[config.mk]
export PLATFORM = sky130hd
export DESIGN_NAME = tt_sweep
export DESIGN_NICKNAME = d
export VERILOG_FILES = /design/src/rtl/tt_sweep.sv
export SDC_FILE = /design/constraint.sdc
export NUM_CORES = 1
export LEC_CHECK = 0
export CORE_MARGIN = 5
export CORE_UTILIZATION = 50
export DETAILED_ROUTE_END_ITERATION = 10
export GPL_ROUTABILITY_DRIVEN = 0
export HOLD_SLACK_MARGIN = 0.08
export PLACE_DENSITY = 0.75
export SLEW_MARGIN = 5
export SYNTH_ARGS = -nofsm -noshare
export SYNTH_HDL_FRONTEND = slang
export SYNTH_SLANG_ARGS = --single-unit
[constraint.sdc]
create_clock -name clk -period 3.4 [get_ports clk]
set_input_delay 0.68 -clock clk [delete_from_list [all_inputs] [get_ports clk]]
set_output_delay 0.68 -clock clk [all_outputs]
set_load 0.005 [all_outputs]
[src/rtl/tt_sweep.sv]
// tt_sweep: drives x,y,z through all eight combinations of a three-input
// function block. It captures one response bit per combination into an
// 8-bit table and reports whether the table equals the expected pattern,
// using a start/done handshake.
module tt_sweep #(
    parameter int unsigned SETTLE   = 2,      // extra wait cycles per combination, 0..15
    parameter logic [7:0]  EXPECTED = 8'h3A   // bit i = expected response for {x,y,z} = i
) (
    input  logic       clk,
    input  logic       rst_n,
    input  logic       start,
    input  logic       f_in,
    output logic       x,
    output logic       y,
    output logic       z,
    output logic       busy,
    output logic       done,
    output logic [7:0] table_out,
    output logic       match
);

    localparam int unsigned IDX_W  = 3;
    localparam int unsigned WCNT_W = 4;
    localparam int unsigned TBL_W  = 8;

    localparam logic [WCNT_W-1:0] SETTLE_W = WCNT_W'(SETTLE);
    localparam logic [IDX_W-1:0]  IDX_LAST = IDX_W'(7);

    typedef enum logic [1:0] {
        IDLE   = 2'd0,
        DRIVE  = 2'd1,
        FINISH = 2'd2
    } state_t;

    state_t             state_q, state_d;
    logic [IDX_W-1:0]   idx_q,   idx_d;
    logic [WCNT_W-1:0]  wcnt_q,  wcnt_d;
    logic [TBL_W-1:0]   tbl_q,   tbl_d;
    logic               match_q, match_d;
    logic [IDX_W-1:0]   xyz_q,   xyz_d;
    logic               busy_q,  busy_d;
    logic               done_q,  done_d;

    // State and datapath registers; reset aborts any sweep in progress.
    always_ff @(posedge clk or negedge rst_n) begin
        if (!rst_n) begin
            state_q <= IDLE;
            idx_q   <= '0;
            wcnt_q  <= '0;
            tbl_q   <= '0;
            match_q <= 1'b0;
            xyz_q   <= '0;
            busy_q  <= 1'b0;
            done_q  <= 1'b0;
        end else begin
            state_q <= state_d;
            idx_q   <= idx_d;
            wcnt_q  <= wcnt_d;
            tbl_q   <= tbl_d;
            match_q <= match_d;
            xyz_q   <= xyz_d;
            busy_q  <= busy_d;
            done_q  <= done_d;
        end
    end

    // Next-state logic; the registered outputs are derived from the next state.
    always_comb begin
        state_d = state_q;
        idx_d   = idx_q;
        wcnt_d  = wcnt_q;
        tbl_d   = tbl_q;
        match_d = match_q;
        xyz_d   = '0;
        busy_d  = 1'b0;
        done_d  = 1'b0;

        unique case (state_q)
            IDLE: begin
                if (start) begin
                    state_d = DRIVE;
                    idx_d   = '0;
                    wcnt_d  = '0;
                    tbl_d   = '0;
                    match_d = 1'b0;
                end
            end
            DRIVE: begin
                if (wcnt_q < SETTLE_W) begin
                    wcnt_d = wcnt_q + WCNT_W'(1);
                end else begin
                    // Last cycle of this combination: f_in has settled.
                    tbl_d[idx_q] = f_in;
                    wcnt_d       = '0;
                    if (idx_q == IDX_LAST) begin
                        state_d = FINISH;
                    end else begin
                        idx_d = idx_q + IDX_W'(1);
                    end
                end
            end
            FINISH: begin
                // Table is complete here; compare the captured value.
                match_d = (tbl_q == EXPECTED);
                state_d = IDLE;
            end
            default: begin
                state_d = IDLE;
            end
        endcase

        // Outputs registered so they line up with the state they describe.
        if (state_d == DRIVE) begin
            xyz_d  = idx_d;
            busy_d = 1'b1;
        end
        done_d = (state_d == FINISH);
    end

    assign x         = xyz_q[2];
    assign y         = xyz_q[1];
    assign z         = xyz_q[0];
    assign busy      = busy_q;
    assign done      = done_q;
    assign table_out = tbl_q;
    assign match     = match_q;

endmodule

==> results of run 1 <==
[cell families (layout without fill, tap and decap cells)]
| family | after synthesis | count (layout) | share of synthesized area, % |
|---|---|---|---|
| buffers and inverters | 10 | 23 | 4.69 |
| adder cells (fa/ha/maj) | 2 | 2 | 2.23 |
| flip-flops | 23 | 23 | 51.4 |
| XOR/XNOR | 1 | 1 | 0.782 |
| multiplexers | 1 | 1 | 1.01 |
| AND/OR/NAND/NOR | 31 | 31 | 17.0 |
| AO/OA/AOI/OAI | 35 | 35 | 22.9 |
[routing by layer]
metal	share of wire [%]	track usage, %	vias up
li1	-	-	419
met1	44	18.4	419
met2	51	24.8	21
met3	4.0	2.04	2
met4	0.47	4.97	0
met5	0	0	-
[worst max path at each step]
stage,slack [ns],depth (start not counted),end
after CTS,1.49,1,table_out[3]
after floorplan,1.74,5,table_out[0]
after detailed placement,1.45,1,xyz_q[0]
after global routing,1.44,1,table_out[7]
final,1.50,1,table_out[2]
after global placement,1.48,4,table_out[1]
[power by group through the flow]
stage	clock, mW	sequential [mW]	combinational [mW]
after floorplan	0	0.453	0.464
after global placement	0	0.504	0.584
after detailed placement	0	0.511	0.599
after CTS	0.131	0.506	0.600
after global routing	0.141	0.531	0.662
final	0.128	0.505	0.595
[final cells by class]
class                   instances  area (sq um)
multi-input cells              70           492
fillers                       186           862
clock inverters                 1          5.00
inverters                       2          7.51
repair buffers                 17           170
flip-flops and latches         23           576
clock buffers                   3          22.5
well taps                      28          35.0
[registers in the layout, summed over array words and instances, names as in the netlist]
signal	count
busy	1
done	1
idx_q	3
match	1
state_q	2
table_out	8
wcnt_q	4
xyz_q	3
[Yosys cell counts]
cell / count
a21oi_1: 8
a221o_1: 2
a22o_1: 10
and3_1: 2
and3b_1: 3
and4_4: 1
buf_6: 2
clkbuf_1: 6
dfrtp_1: 23
ha_1: 2
inv_1: 2
mux2_2: 1
nand2_1: 5
nand2b_1: 1
nand3_1: 1
nand3b_1: 1
nand4b_1: 1
nor2_1: 5
nor2b_1: 1
nor3_1: 4
nor3b_1: 3
o211ai_1: 8
o21a_1: 1
o21ai_0: 2
o21ai_1: 1
o21ba_2: 1
o31ai_1: 1
o41ai_1: 1
or3_1: 1
or4b_1: 1
or4b_2: 1
xnor2_1: 1
==> reports/qor.yml, run 1 <==
place:
  place_inst: 140
  port_buffers: 17
  postPlaceCellArea_sq_um: 1280
  pre_cts_slack_ns: 1.45
  post-dp-hpwl_mm: 1.54
synthesis:
  synth_cell_type_count: 32
  syn_nets: 109
  syn_area_per_cell_sq_um: 10.9
  ys_ff_latch: 23
  synthTopCellsByArea: "dfrtp_1, a22o_1, o211ai_1, a21oi_1, and3b_1"
  synth_top_area_share_pct: 51.4
  synthCells: 103
  syn-cell-area_sq_um: 1120
  ys_warn_count: 0
  synth_top_area_cell: "dfrtp_1"
  ys_seq_area_share_pct: 51.4
timing:
  final.min_clock_period_ns: 1.90
  fin_setup_tns_ns: 0
  slew_headroom_pct: 34.7
  rsz0062_at_grt: "no"
  setup_violations: 0
  min_period_over_period_pct: 55.9
  finalHoldViolCount: 0
  slew_viol_final: 0
  worstMarginPinSlew_ns: 0.977
  max_freq_mhz: 526
  fin_hold_ws_ns: 0.510
  layout_setup_ws_ns: 1.50
  fin_skew_ns: 0.000620
global_routing:
  grt_pass1_wl_mm: 3.74
  grt-ovfl-total: 0
  antenna_found_initial: 0
  grt_max_degree: 24
  grt_pass1_vias: 817
  grt.total_usage_pct: 14.4
clocking:
  clkTransAtPathRegs_ns: 0.13
  htree_levels: 1
  cts_setup_buffers: 0
  cts_hold_buffers: 0
  cts_resized: 0
  clock_path_buffers: 2
  cts_root_buffer: "clkbuf_4"
  clock-sinks: 23
  insertion_delay_ns: 0.31
  cts_tree: "done"
  numCtsBuffers: 3
min_path:
  holdPathEnd: "match"
  worstHoldStart: "table_out[6]"
  min_path_cells: 1
  min_path_type: "reg -> reg"
finish:
  final_nets: 123
  final_common_cell: "dfrtp_1"
  drive_gt1_share_pct: 6.90
  fin_cells: 144
  n_antenna_cell: 0
  layout_common_cells: "dfrtp_1, clkdlybuf4s50_1, a22o_1, a21oi_1, o211ai_1"
  fin_util_pct: 60.3
  design_area_sq_um: 1310
  areaGrowthSynthToFinish_pct: 16.8
outcome:
  status: "complete, no violations"
route:
  wirelength_mm: 2.14
  wl_per_cell_um: 14.9
  vias: 861
  drcViolationCount: 0
  ant_nets: 0
  drtPass1Iterations: 4
  dr.first_iter.drc_count: 12
  vias_per_cell: 5.98
floorplanning:
  rows: 17
  start_util_pct: 51.6
  die_w_um: 57.3
  core_sq_um: 2170
  die_h_um: 57.3
  die-area_sq_um: 3290
  ios: 18
power_and_ir_drop:
  pwr-share-clk_pct: 10.4
  swShare_pct: 38.9
  leakagePower_nw: 0.566
  vdd_drop_max_mv: 0.548
  powerDensity_nw_per_um2: 939
  p_comb_share_pct: 48.4
  p_int_uw: 750
  p_seq_share_pct: 41.1
  switchingPower_uw: 478
  p_total_mw: 1.23
critical_path:
  cp.required_ns: 2.72
  worstPathArrival_ns: 1.22
  cp_slowest_stage_delay_ns: 0.51
  cp_max_fo: 3
  cp-end-kind: "output pin"
  cp-startpoint: "table_out[2]"
  worst-setup-path-type: "reg -> out"
  setup.worst_path.start_class: "register"
  path_cells: "clkdlybuf4s50_1"
  worstRegToRegCells: 3
  r2r_end: "table_out[2]"
  cp_slowest_cell: "clkdlybuf4s50_1"
  worst-path-buf-inv: 1
  crit_family: "buffers and inverters"
  reg2reg_slack_ns: 1.52
  reg2reg_from: "state_q[0]"
flow_run:
  maxCapViolCount: 0
Note: power is estimated with default switching activity, not from simulation.
==> run 2, diff against run 1 <==
CORE_UTILIZATION = 46   (was 50)
PLACE_DENSITY = 0.73   (was 0.75)
clock period = 1.6 ns   (was 3.4 ns; I/O delays follow)
==> run 2 against run 1 <==
  * Wire length rose by 5.7%
  * Clock-buffer cell count rose by 1
  * Worst hold slack got worse by 0.15 ns
  * Die area is 7.2% higher
  * Global-route usage rose by 0.42 points
  * Clock skew grew 0.0045 ns
  * Register-to-register slack got worse by 1.4 ns
  * Sequential share of layout area shrank 3.2 points
  * Critical path depth is the same
  * Sequential power increased by 95%
  * Combinational power rose to 2.6 times the previous value
  * Largest cell class unchanged
==> reports/qor.yml, run 2 (synthesized netlist as in run 1, its figures left out) <==
outcome:
  status: "complete, no violations"
timing:
  layout_setup_ws_ns: 0.0642
  worstMarginPinSlew_ns: 0.521
  final.min_clock_period_ns: 1.54
  rsz0062_at_grt: "no"
  fin_skew_ns: 0.00513
  slew_headroom_pct: 65.0
  fin_setup_tns_ns: 0
  slew_viol_final: 0
  max_freq_mhz: 651
  finalHoldViolCount: 0
  min_period_over_period_pct: 96.0
  setup_violations: 0
floorplanning:
  die_w_um: 59.3
  core_sq_um: 2280
  die_h_um: 59.3
  ios: 18
  rows: 17
  start_util_pct: 49.2
  die-area_sq_um: 3520
clocking:
  cts_tree: "done"
  numCtsBuffers: 3
  htree_levels: 1
  clkTransAtPathRegs_ns: 0.13
  clock_path_buffers: 2
  clock-sinks: 23
  cts_root_buffer: "clkbuf_4"
  cts_setup_buffers: 0
  cts_resized: 0
  cts_hold_buffers: 0
  insertion_delay_ns: 0.30
critical_path:
  worstRegToRegCells: 3
  cp_slowest_stage_delay_ns: 0.51
  crit_family: "buffers and inverters"
  worstPathArrival_ns: 1.22
  worst-path-buf-inv: 1
  reg2reg_from: "wcnt_q[3]"
  cp.required_ns: 1.28
  worst-setup-path-type: "reg -> out"
  cp-end-kind: "output pin"
  reg2reg_slack_ns: 0.09
  cp_slowest_cell: "clkdlybuf4s50_1"
  r2r_end: "table_out[5]"
  setup.worst_path.start_class: "register"
  cp_max_fo: 3
  path_cells: "clkdlybuf4s50_1"
place:
  port_buffers: 17
  pre_cts_slack_ns: 0.0324
  place_inst: 154
  post-dp-hpwl_mm: 1.72
finish:
  fin_cells: 158
  final_nets: 137
  n_antenna_cell: 0
  areaGrowthSynthToFinish_pct: 26.0
  drive_gt1_share_pct: 16.2
  largest_reg_flops: 8
  final_common_cell: "dfrtp_1"
  layout_common_cells: "dfrtp_1, clkdlybuf4s50_1, buf_4, a22o_1"
global_routing:
  grt_pass1_vias: 912
  grt_max_degree: 24
  grt-ovfl-total: 0
  grt.total_usage_pct: 14.8
  grt_pass1_wl_mm: 4.04
  antenna_found_initial: 0
power_and_ir_drop:
  p_total_mw: 2.80
  leakagePower_nw: 0.632
  powerDensity_nw_per_um2: 1980
  vdd_drop_max_mv: 1.06
route:
  vias_per_cell: 5.84
  dr.first_iter.drc_count: 14
  wl_per_cell_um: 14.3
  drtPass1Iterations: 4
  wirelength_mm: 2.27
  vias: 923
  drcViolationCount: 0
  ant_nets: 0
min_path:
  min_path_type: "in -> async"
flow_run:
  maxCapViolCount: 0
run 2: changes by cell type in the layout (fill, tap and decap cells not counted), sizes merged:
cell,previous run,this run
clkbuf,3,4
buf,0,14
clkinv,1,0
run 2: how the worst max path moves through the flow:
stage	startpoint	to	slack [ns]	cells past startpoint
floorplan	wcnt_q[3]	table_out[6]	-0.06	5
global placement	start	table_out[1]	0.06	4
detailed placement	start	table_out[1]	0.03	4
CTS	table_out[1]	table_out[1]	0.05	1
global route	table_out[5]	table_out[5]	0.008	1
finish	table_out[5]	table_out[5]	0.06	1
run 2: power by group:
group          internal (mW)  total [mW]  switching, mW
Combinational          0.855        1.55          0.696
Sequential             0.811       0.983          0.172
Clock                 0.0970       0.267          0.170
run 2: final cells by class:
| class | instances | area [sq um] |
|---|---|---|
| multi-input combinational | 70 | 492 |
| sequential | 23 | 576 |
| fill | 197 | 865 |
| inverter | 2 | 7.51 |
| tap | 28 | 35.0 |
| timing repair buffer | 31 | 275 |
| clock buffer | 4 | 26.3 |
run 2: metrics by stage:
step	cell area, sq um	utilization [%]	hold slack, ns
floorplan	1120	-	0.0244
global placement	1390	60.9	0.486
detailed placement	1390	60.9	0.482
CTS	1410	62.0	0.361
global route	1410	62.0	0.371
finish	1410	62.0	0.355
run 2: metal layers:
| layer | GRT usage (%) | vias up | part of all wire (%) |
|---|---|---|---|
| li1 | - | 445 | - |
| met2 | 25.6 | 18 | 50 |
| met4 | 4.85 | 0 | 0.49 |
| met5 | 0 | - | 0 |
| met1 | 18.8 | 458 | 45 |
| met3 | 1.96 | 2 | 4.1 |
